===== src/rtl/ctrl_pkg.sv =====
// Shared types and constants for the RV32I(+M) control decoder and its skid-buffered decode stage.
package ctrl_pkg;

  localparam logic [6:0] OP_LOAD   = 7'b0000011;
  localparam logic [6:0] OP_IMM    = 7'b0010011;
  localparam logic [6:0] OP_AUIPC  = 7'b0010111;
  localparam logic [6:0] OP_STORE  = 7'b0100011;
  localparam logic [6:0] OP_REG    = 7'b0110011;
  localparam logic [6:0] OP_LUI    = 7'b0110111;
  localparam logic [6:0] OP_BRANCH = 7'b1100011;
  localparam logic [6:0] OP_JALR   = 7'b1100111;
  localparam logic [6:0] OP_JAL    = 7'b1101111;

  localparam logic [6:0] F7_BASE   = 7'b0000000;
  localparam logic [6:0] F7_ALT    = 7'b0100000;
  localparam logic [6:0] F7_MULDIV = 7'b0000001;

  localparam logic [4:0] ALU_ADD  = 5'b00000;
  localparam logic [4:0] ALU_SUB  = 5'b00001;
  localparam logic [4:0] ALU_AND  = 5'b00010;
  localparam logic [4:0] ALU_OR   = 5'b00011;
  localparam logic [4:0] ALU_XOR  = 5'b00100;
  localparam logic [4:0] ALU_SLL  = 5'b00101;
  localparam logic [4:0] ALU_SRL  = 5'b00110;
  localparam logic [4:0] ALU_SLT  = 5'b00111;
  localparam logic [4:0] ALU_SRA  = 5'b01000;
  localparam logic [4:0] ALU_SLTU = 5'b01001;

  typedef enum logic [2:0] {IMM_I = 3'b000, IMM_S, IMM_B, IMM_J, IMM_U} imm_src_e;
  typedef enum logic [1:0] {RSLT_ALU = 2'b00, RSLT_MEM, RSLT_PC4, RSLT_IMM} rslt_src_e;
  typedef enum logic [1:0] {UJ_LUI = 2'b00, UJ_PC = 2'b01, UJ_JALR = 2'b10} uj_mux_e;

  typedef struct packed {
    logic       reg_wrt;
    logic       mem_wrt;
    logic       jmp;
    logic       brnch;
    logic       alu_src;
    rslt_src_e  rslt_src;
    uj_mux_e    uj_mux;
    imm_src_e   imm_src;
    logic [4:0] alu_ctrl;
    logic [4:0] rd;
    logic [4:0] rs1;
    logic [4:0] rs2;
    logic [2:0] funct3;
    logic       illegal;
  } ctrl_bundle_t;

  typedef enum logic [1:0] {EMPTY = 2'b00, ONE = 2'b01, TWO = 2'b10} buf_state_t;

  // Base-ISA ALU op for OP/OP-IMM; alt selects SUB/SRA (funct7 = 0100000).
  function automatic logic [4:0] alu_base(input logic [2:0] funct3, input logic alt);
    case (funct3)
      3'b000:  return alt ? ALU_SUB : ALU_ADD;
      3'b001:  return ALU_SLL;
      3'b010:  return ALU_SLT;
      3'b011:  return ALU_SLTU;
      3'b100:  return ALU_XOR;
      3'b101:  return alt ? ALU_SRA : ALU_SRL;
      3'b110:  return ALU_OR;
      default: return ALU_AND;
    endcase
  endfunction

endpackage


===== src/rtl/ctrl_decode_comb.sv =====
// Pure combinational RV32I(+M) decoder: instruction word to control bundle, with illegal-encoding detection.
module ctrl_decode_comb
  import ctrl_pkg::*;
#(
  parameter bit EN_M = 1'b0
) (
  input  logic [31:0]  instr,
  output ctrl_bundle_t ctrl
);

  logic [6:0] opcode;
  logic [6:0] funct7;
  logic [2:0] funct3;
  logic       illegal;
  logic       is_mul;

  assign opcode = instr[6:0];
  assign funct3 = instr[14:12];
  assign funct7 = instr[31:25];
  assign is_mul = EN_M && (funct7 == F7_MULDIV);

  // NOTE: every field gets a default first so no path through the case can infer a latch.
  always_comb begin
    ctrl    = '0;
    illegal = 1'b0;
    case (opcode)
      OP_LOAD: begin
        ctrl.reg_wrt  = 1'b1;
        ctrl.alu_src  = 1'b1;
        ctrl.rslt_src = RSLT_MEM;
        illegal       = (funct3 == 3'b011) || (funct3 == 3'b110) || (funct3 == 3'b111);
      end
      OP_IMM: begin
        ctrl.reg_wrt  = 1'b1;
        ctrl.alu_src  = 1'b1;
        ctrl.alu_ctrl = alu_base(funct3, (funct3 == 3'b101) && (funct7 == F7_ALT));
        if (funct3 == 3'b001) illegal = (funct7 != F7_BASE);
        if (funct3 == 3'b101) illegal = (funct7 != F7_BASE) && (funct7 != F7_ALT);
      end
      OP_REG: begin
        ctrl.reg_wrt  = 1'b1;
        ctrl.alu_ctrl = is_mul ? {2'b10, funct3} : alu_base(funct3, funct7 == F7_ALT);
        illegal = !((funct7 == F7_BASE) || is_mul ||
                    ((funct7 == F7_ALT) && ((funct3 == 3'b000) || (funct3 == 3'b101))));
      end
      OP_STORE: begin
        ctrl.mem_wrt = 1'b1;
        ctrl.alu_src = 1'b1;
        ctrl.imm_src = IMM_S;
        illegal      = (funct3 >= 3'b011);
      end
      OP_BRANCH: begin
        ctrl.brnch   = 1'b1;
        ctrl.imm_src = IMM_B;
        case (funct3[2:1])
          2'b00:   ctrl.alu_ctrl = ALU_SUB;
          2'b10:   ctrl.alu_ctrl = ALU_SLT;
          2'b11:   ctrl.alu_ctrl = ALU_SLTU;
          default: illegal = 1'b1;
        endcase
      end
      OP_LUI, OP_AUIPC: begin
        ctrl.reg_wrt  = 1'b1;
        ctrl.imm_src  = IMM_U;
        ctrl.rslt_src = RSLT_IMM;
        ctrl.uj_mux   = (opcode == OP_LUI) ? UJ_LUI : UJ_PC;
      end
      OP_JAL: begin
        ctrl.jmp      = 1'b1;
        ctrl.reg_wrt  = 1'b1;
        ctrl.imm_src  = IMM_J;
        ctrl.rslt_src = RSLT_PC4;
        ctrl.uj_mux   = UJ_PC;
      end
      OP_JALR: begin
        ctrl.jmp      = 1'b1;
        ctrl.reg_wrt  = 1'b1;
        ctrl.imm_src  = IMM_I;
        ctrl.rslt_src = RSLT_PC4;
        ctrl.uj_mux   = UJ_JALR;
        illegal       = (funct3 != 3'b000);
      end
      default: illegal = 1'b1;
    endcase

    // An illegal entry carries no side effects; only the raw fields survive.
    if (illegal) ctrl = '0;
    ctrl.rd      = instr[11:7];
    ctrl.rs1     = instr[19:15];
    ctrl.rs2     = instr[24:20];
    ctrl.funct3  = funct3;
    ctrl.illegal = illegal;
  end

endmodule


===== src/rtl/ctrl_decode_stage.sv =====
// Registered decode stage: combinational decoder feeding a 2-entry skid buffer with valid/ready on both sides.
module ctrl_decode_stage
  import ctrl_pkg::*;
#(
  parameter bit EN_M = 1'b0,
  localparam int ALU_CTRL_W = EN_M ? 5 : 4
) (
  input  logic                  clk,
  input  logic                  rstN,
  input  logic                  flush,
  input  logic                  inValid,
  output logic                  inReady,
  input  logic [31:0]           instr,
  output logic                  outValid,
  input  logic                  outReady,
  output logic                  regWrt,
  output logic                  memWrt,
  output logic                  jmp,
  output logic                  brnch,
  output logic                  aluSrc,
  output logic [1:0]            rsltSrc,
  output logic [1:0]            ujMux,
  output logic [2:0]            immSrc,
  output logic [ALU_CTRL_W-1:0] aluCtrl,
  output logic [4:0]            rd,
  output logic [4:0]            rs1,
  output logic [4:0]            rs2,
  output logic [2:0]            funct3,
  output logic                  illegal
);

  buf_state_t   state, state_nxt;
  ctrl_bundle_t dec, head_q, tail_q, head_d, tail_d;
  logic         push, pop;
  logic         unused_alu_msb;

  ctrl_decode_comb #(.EN_M(EN_M)) u_decode (
    .instr (instr),
    .ctrl  (dec)
  );

  // Both handshake outputs come straight from the state register.
  assign outValid = (state != EMPTY);
  assign inReady  = (state != TWO);
  assign push     = inValid & inReady;
  assign pop      = outValid & outReady;

  // NOTE: sequential state uses non-blocking assignment so every flop samples pre-edge values.
  always_ff @(posedge clk or negedge rstN) begin
    if (!rstN) state <= EMPTY;
    else       state <= state_nxt;
  end

  always_comb begin
    state_nxt = state;
    head_d    = head_q;
    tail_d    = tail_q;
    if (flush) begin
      state_nxt = EMPTY;
      head_d    = '0;
      tail_d    = '0;
    end else begin
      case (state)
        EMPTY: if (push) begin
          head_d    = dec;
          state_nxt = ONE;
        end
        ONE: case ({push, pop})
          2'b10: begin
            tail_d    = dec;
            state_nxt = TWO;
          end
          2'b01:   state_nxt = EMPTY;
          2'b11:   head_d    = dec;
          default: ;
        endcase
        TWO: if (pop) begin
          head_d    = tail_q;
          state_nxt = ONE;
        end
        default: state_nxt = EMPTY;
      endcase
    end
  end

  // NOTE: the two buffer entries are reset too, so no bundle output is ever X after reset.
  always_ff @(posedge clk or negedge rstN) begin
    if (!rstN) begin
      head_q <= '0;
      tail_q <= '0;
    end else begin
      head_q <= head_d;
      tail_q <= tail_d;
    end
  end

  assign regWrt         = head_q.reg_wrt;
  assign memWrt         = head_q.mem_wrt;
  assign jmp            = head_q.jmp;
  assign brnch          = head_q.brnch;
  assign aluSrc         = head_q.alu_src;
  assign rsltSrc        = head_q.rslt_src;
  assign ujMux          = head_q.uj_mux;
  assign immSrc         = head_q.imm_src;
  assign aluCtrl        = head_q.alu_ctrl[ALU_CTRL_W-1:0];
  assign unused_alu_msb = head_q.alu_ctrl[4];
  assign rd             = head_q.rd;
  assign rs1            = head_q.rs1;
  assign rs2            = head_q.rs2;
  assign funct3         = head_q.funct3;
  assign illegal        = head_q.illegal;

endmodule


===== config.mk =====
export PLATFORM = sky130hd
export DESIGN_NAME = ctrl_decode_stage
export DESIGN_NICKNAME = d
export VERILOG_FILES = /design/src/rtl/ctrl_pkg.sv /design/src/rtl/ctrl_decode_comb.sv /design/src/rtl/ctrl_decode_stage.sv
export SDC_FILE = /design/constraint.sdc
export NUM_CORES = 1
export LEC_CHECK = 0
export CAP_MARGIN = 30
export CORE_UTILIZATION = 50
export DETAILED_ROUTE_END_ITERATION = 10
export PLACE_DENSITY = 0.76
export SYNTH_ARGS = -nofsm -noshare
export SYNTH_HDL_FRONTEND = slang
export SYNTH_HIERARCHICAL = 1
export SYNTH_SLANG_ARGS = --single-unit

===== constraint.sdc =====
create_clock -name clk -period 2.58 [get_ports clk]
set_clock_uncertainty 0.05 [all_clocks]
set_input_delay 0.516 -clock clk [delete_from_list [all_inputs] [get_ports clk]]
set_output_delay 0.516 -clock clk [all_outputs]
set_load 0.05 [all_outputs]

Word level (Yosys, flattened, before mapping)

Cells that the tools add are included.

Bits in registers: 73
Bits in latches: 0
Memory bits (writable): 0
Bits in read-only memories: 0
Output and inout bits: 37
Memories: 0

Add/subtract/negate cells: 0
$mul: 0
Div/mod/pow operators: 0
Magnitude comparators: 1
Equality and inequality tests: 30
Shift-type cells: 0
Mux-type cells: 35
Bitwise logic cells: 2
Reductions and logical operators: 27

Operators by type and width:

| operator                                            | number |
|---|---|
| two-way mux 36 bit                                  | 8 |
| case mux 36 bit (3 select lines)                    | 1 |
| case mux 5 bit (7 select lines)                     | 2 |
| equality test 7 x 6 -> 1 bit, second input constant | 4 |
| equality test 7 bit, second input constant          | 3 |
| case mux 2 bit (3 select lines)                     | 3 |
| case mux 5 bit (3 select lines)                     | 1 |
| equality test 7 x 5 -> 1 bit, second input constant | 2 |
| equality test 3 bit, second input constant          | 4 |
| case mux 3 bit (4 select lines)                     | 1 |
| case mux 4 bit (3 select lines)                     | 1 |
| two-way mux 1 bit                                   | 11 |
| equality test 2 bit, second input constant          | 5 |
| OR reduction 3 bit                                  | 3 |
| two-way mux 4 bit                                   | 2 |
| equality test 7 x 2 -> 1 bit, second input constant | 1 |
| zero test 7 bit                                     | 1 |
| != test 7 x 6 -> 1 bit, second input constant       | 1 |
| case mux 1 bit (7 select lines)                     | 1 |
| nonzero test 7 bit                                  | 1 |
| OR reduction 7 bit                                  | 1 |
| equality test 3 x 2 -> 1 bit, second input constant | 2 |
| two-way mux 2 bit                                   | 3 |
| != test 3 bit, second input constant                | 2 |
| other kinds (20)                                    | 31 |

Logic depth before layout (Yosys ltp)

Word-level depth: 10
Depth in mapped cells: 8
Gate-level depth less buffers: 6

Modules after synthesis

Netlist, hierarchy kept.

Modules (own cells, without submodules):

| module            | instances | cells each | area an instance (um2) | seq. area each (um2) |
|---|---|---|---|---|
| ctrl_decode_stage | 1         | 335        | 3579.7                 | 1801.7 |
| ctrl_decode_comb  | 1         | 111        | 839.6                  | 0.0 |

Least setup slack after synthesis

OpenSTA, ideal clock, no wires.

Path kind: input to register
Start point: in instr[12]
End point: reg head_q, in the netlist aluSrc
Arrival time: 1.897 ns
Data required time: 2.443 ns
Slack: 0.546 ns
Stages on the path: 7
Cells stage by stage: buf_2 -> nor4b_2 -> o311a_2 -> o221ai_4 -> a2111oi_4 -> mux2i_1 -> a211oi_2

RTL lines:

| item                 | line                    | text |
|---|---|---|
| start, declared      | ctrl_decode_stage.sv:13 | `input logic [31:0] instr,` |
| end signal, assigned | ctrl_decode_stage.sv:89 | `head_q <= '0;` |
| end signal, assigned | ctrl_decode_stage.sv:92 | `head_q <= head_d;` |
| end, declared        | ctrl_decode_stage.sv:33 | `ctrl_bundle_t dec, head_q, tail_q, head_d, tail_d;` |

Worst setup path after layout

Start point: reg state[1]
End point: out outValid

Word-level cells in the longest chain between the ends: 1

Ends and longest elaborated chain:

| item                   | line                    | text |
|---|---|---|
| start, declared        | ctrl_decode_stage.sv:32 | `buf_state_t state, state_nxt;` |
| start signal, assigned | ctrl_decode_stage.sv:51 | `else state <= state_nxt;` |
| nonzero test 2 bit     | ctrl_decode_stage.sv:43 | `assign outValid = (state != EMPTY);` |
| end, declared          | ctrl_decode_stage.sv:14 | `output logic outValid,` |

Every way passes these cells.

==> results.py <==
metrics = {
    "global_routing": {
        "track_usage": 0.265,
        "globalRouteOverflowTotal": 0,
        "grt_pass1_wl_mm": 18.6,
        "grt_antenna_before_repair": 0,
        "grt_max_degree": 73,
        "grt_pass1_vias": 3728,
    },
    "placement": {
        "placed_cell_area_um2": 5240,
        "place_congestion": 0.866,
        "preCtsSetupSlack_ns": -0.278,
        "placed_cells": 602,
        "post-dp-hpwl_mm": 7.44,
        "io_buffers": 73,
    },
    "synth": {
        "syn_avg_cell_area_um2": 9.93,
        "synth_warnings": 6,
        "synth_area_um2": 4410,
        "syn_inst": 444,
        "synth_nets": 481,
    },
    "critical_path": {
        "startpoint": "state[1]$_DFFE_PN0P_",
        "worst_setup_path_start_kind": "flip-flop",
        "worst-path-max-fanout": 8,
        "timing.rr.start": "state[1]$_DFFE_PN0P_",
        "worstPathRequired_ns": 2.01,
        "crit_type": "reg2out",
        "arrival_ns": 1.86,
        "end_kind": "primary output",
    },
    "finish": {
        "nets": 546,
        "drive_gt1_frac": 0.218,
        "area_growth_pct": 24.9,
        "final_cell_area_um2": 5510,
        "fin_cells": 618,
        "antenna_cells": 0,
        "final_cell_mix": "nand2_1 (74), dfrtp_1 (72), clkdlybuf4s50_1 (70), a21oi_1 (43), buf_4 (43)",
        "final_common_cell": "nand2_1",
    },
    "route": {
        "wl_per_cell_um": 18.2,
        "viasPerCell": 5.96,
        "via_count": 3686,
        "drc_errors": 0,
        "first_pass_iters": 6,
        "drtIter0Drc": 172,
        "drtAntennaViolNets": 0,
        "wl_mm": 11.2,
    },
    "pwr": {
        "leakage_nw": 2.07,
        "cellPowerDensity_nw_per_um2": 544,
        "ir_drop_uv": 332,
    },
    "floorplanning": {
        "die_area_um2": 9200,
        "core-area_um2": 8380,
        "start_util": 0.526,
        "io_pins": 74,
        "die-width_um": 95.9,
        "die_h_um": 95.9,
        "rows": 33,
    },
    "status": {
        "run_status": "complete, no violations",
    },
    "timing": {
        "setup_viol": 0,
        "period_minus_slack_ns": 2.42,
        "slew_violations": 0,
        "layout_setup_ws_ns": 0.155,
        "slew_headroom": 0.375,
        "rsz0062_at_grt": "no",
        "finalSetupTns_ns": 0,
        "period_share": 0.940,
        "fmax_mhz": 412,
        "worst_slew_pin_slew_ns": 0.938,
        "whs_ns": 0.249,
        "hold_viol": 0,
    },
    "clocking": {
        "cts_max_path_buffers": 2,
        "cts_setup_buffers": 0,
        "htreeDepth": 3,
        "clock_latency_ns": 0.34,
        "cts_root_buffer": "clkbuf_8",
        "hold_buffers": 0,
        "cts_buffers": 9,
        "cts_resized": 0,
        "clkSlewWorstSetupHoldPaths_ns": 0.08,
        "cts_tree": "done",
        "cts_sinks": 72,
    },
    "worst_hold_path": {
        "worst_hold_path_type": "in2async",
    },
    "flow_run": {
        "max_cap_viol_count": 0,
    },
}
## registers in the layout, summed over array words and instances (netlist names)
name and cells:
tail_q 35, rd 5, rs1 5, rs2 5, aluCtrl 4, funct3 3
immSrc 3, rsltSrc 2, state 2, ujMux 2, aluSrc 1, brnch 1
illegal 1, jmp 1, memWrt 1, regWrt 1
## stage by stage
step	total power, mW	utilization
floorplan	1.69	-
global placement	1.92	0.625
detailed placement	1.93	0.625
CTS	3.00	0.653
global route	3.11	0.657
finish	3.00	0.657
## area by class of cell
| cell class | count | area (um2) |
|---|---|---|
| fill | 702 | 2880 |
| multi-input combinational | 303 | 2220 |
| sequential | 72 | 1800 |
| timing repair buffer | 117 | 1100 |
| tap | 105 | 131 |
| clock buffer | 10 | 128 |
| clock inverter | 5 | 106 |
| inverter | 6 | 22.5 |
## power by group
| group | internal (mW) | total (mW) | switching [mW] |
|---|---|---|---|
| registers | 1.18 | 1.22 | 0.0375 |
| clock network | 0.640 | 1.08 | 0.436 |
| logic | 0.272 | 0.701 | 0.429 |
## per-layer routing
layer,part of all wire,global-route usage,wire (um)
met5,0,0,0
met4,0.014,0.0833,158
met3,0.061,0.0513,684
met2,0.47,0.429,5290
met1,0.45,0.361,5100
## critical path, cell delays in order (launching register included)
cell,delay [ns]
dfrtp_1,0.49
or2_2,0.33
clkdlybuf4s50_1,0.70
## worst paths after layout
path                                     endpoint  slack, ns  cells after the start
max                                      outValid       0.16                      2
min                        tail_q[31]$_DFFE_PN0P_       0.25                      1
max reg2reg                aluCtrl[3]$_DFFE_PN0P_       0.75                      4
min reg2reg                 tail_q[9]$_DFFE_PN0P_       0.47                      2
max in group asynchronous  aluCtrl[2]$_DFFE_PN0P_       1.60                      1
min in group clk            tail_q[9]$_DFFE_PN0P_       0.47                      2
No activity file was read; power rests on OpenSTA's default activity.
==> variant (same settings) <==
Encoding of `buf_state_t`: now one-hot (3 bits for 3 states).
--- a/src/rtl/ctrl_pkg.sv
+++ b/src/rtl/ctrl_pkg.sv
@@ -49,3 +49,3 @@
 
-  typedef enum logic [1:0] {EMPTY = 2'b00, ONE = 2'b01, TWO = 2'b10} buf_state_t;
+  typedef enum logic [2:0] {EMPTY = 3'b001, ONE = 3'b010, TWO = 3'b100} buf_state_t;
 
Function: no difference found for any inputs over 4 cycles, from zero or initial values and one cycle with rstN low; so few cycles prove little.
==> variant against the original RTL <==
Wire length decreased by 14%; sequential cell count rose by 1; synthesized area fell by 6.6%; final area shrank 5.6%; power decreased by 17%; worst hold slack got worse by 130 ps; worst setup slack worse by 45 ps; count of clock-buffer cells in the layout grew 3; critical path type unchanged.
==> variant: results (changes against the original RTL) <==
* CP arrival at 1900 ps (was 1860 ps)
* VDD IR max at 0.313 mV (was 0.332 mV)
* DP Area at 0.00502 sq mm (was 0.00524 sq mm)
* Initial DRC count at 145 (was 172)
* DR pass1 iterations at 5 (was 6)
* Slowest CP cell: clkdlybuf4s50_1 (unchanged)
* FF+latch area at 0.00183 sq mm (was 0.00180 sq mm)
* Share of cells above drive strength 1 at 0.231 (was 0.218)
* Comb power frac at 0.201 (was 0.234)
* Outcome: completed (unchanged)
* Worst-path fanout max at 7 (was 8)
* Syn Area/Cell at 10.1 sq um (was 9.93 sq um)
* Avg Vias per Cell at 5.74 (was 5.96)
* Comb_multi_in at 274 (was 303)
* CTS sink cnt at 73 (was 72)
* Filler Cell Count at 634 (was 702)
* Number of global-route vias before repair at 3334 (was 3728)
* Global placement routability congestion at 0.861 (was 0.866)
* DIE AREA at 0.00860 sq mm (was 0.00920 sq mm)
* Sw frac at 0.283 (was 0.301)
* Hpwl dp at 6.53 mm (was 7.44 mm)
* Routed vias at 3393 (was 3686)
* Syn Nets at 444 (was 481)
* Buffers, non-clock at 116 (was 117)
* Multi-input combinational area share at 0.373 (was 0.403)
* ClkCell Share at 0.0332 (was 0.0425)
* DR WL met2 at 4.66 mm (was 5.29 mm)
* Routed length on met1 at 4.21 mm (was 5.10 mm)
* Gr usage total at 0.244 (was 0.265)
* DR WL met3 at 639 microns (was 684 microns)
* Inverters at 11 (was 6)
* Final WL at 9.62 mm (was 11.2 mm)
* Nets@finish at 522 (was 546)
* CP max stage delay at 800 ps (was 700 ps)
* Leak Pwr at 2.28 nW (was 2.07 nW)
* Slew Limit Headroom at 0.537 (was 0.375)
* Setup WS pre-CTS at -162 ps (was -278 ps)
-- variant: cell types whose count changed in the layout (fill, tap and decap cells not counted), sizes merged, moves of 3 or more --
cell and change:
a211oi -70, a22o +35, mux2 +35, mux2i -35, inv +5, bufinv -3, clkbuf +3, nor2 +3
-- variant: worst paths after layout --
check                           start         end  slack (ps)  cells after the start
setup reg to reg             state[1]   tail_q[5]         680                      6
setup / recovery             state[1]    outValid         110                      3
max in group asynchronous        rstN    state[0]        2010                      2
hold reg to reg            aluCtrl[1]  aluCtrl[1]         460                      1
hold / removal                   rstN  tail_q[20]         120                      2
min in group clk           aluCtrl[1]  aluCtrl[1]         460                      1
-- variant: routing by layer --
layer | global-route usage | vias to the layer above
met5 | 0 | -
met4 | 0.0692 | 0
met3 | 0.0575 | 13
met2 | 0.396 | 129
met1 | 0.326 | 1656
li1 | - | 1595
-- variant: worst register-to-register path: stages, from the launching register on --
cell and delay [ps]:
dfrtp_1 530, nand4bb_1 280, buf_4 230, nor2_1 110, nor2_2 40, buf_4 250
a22o_1 300
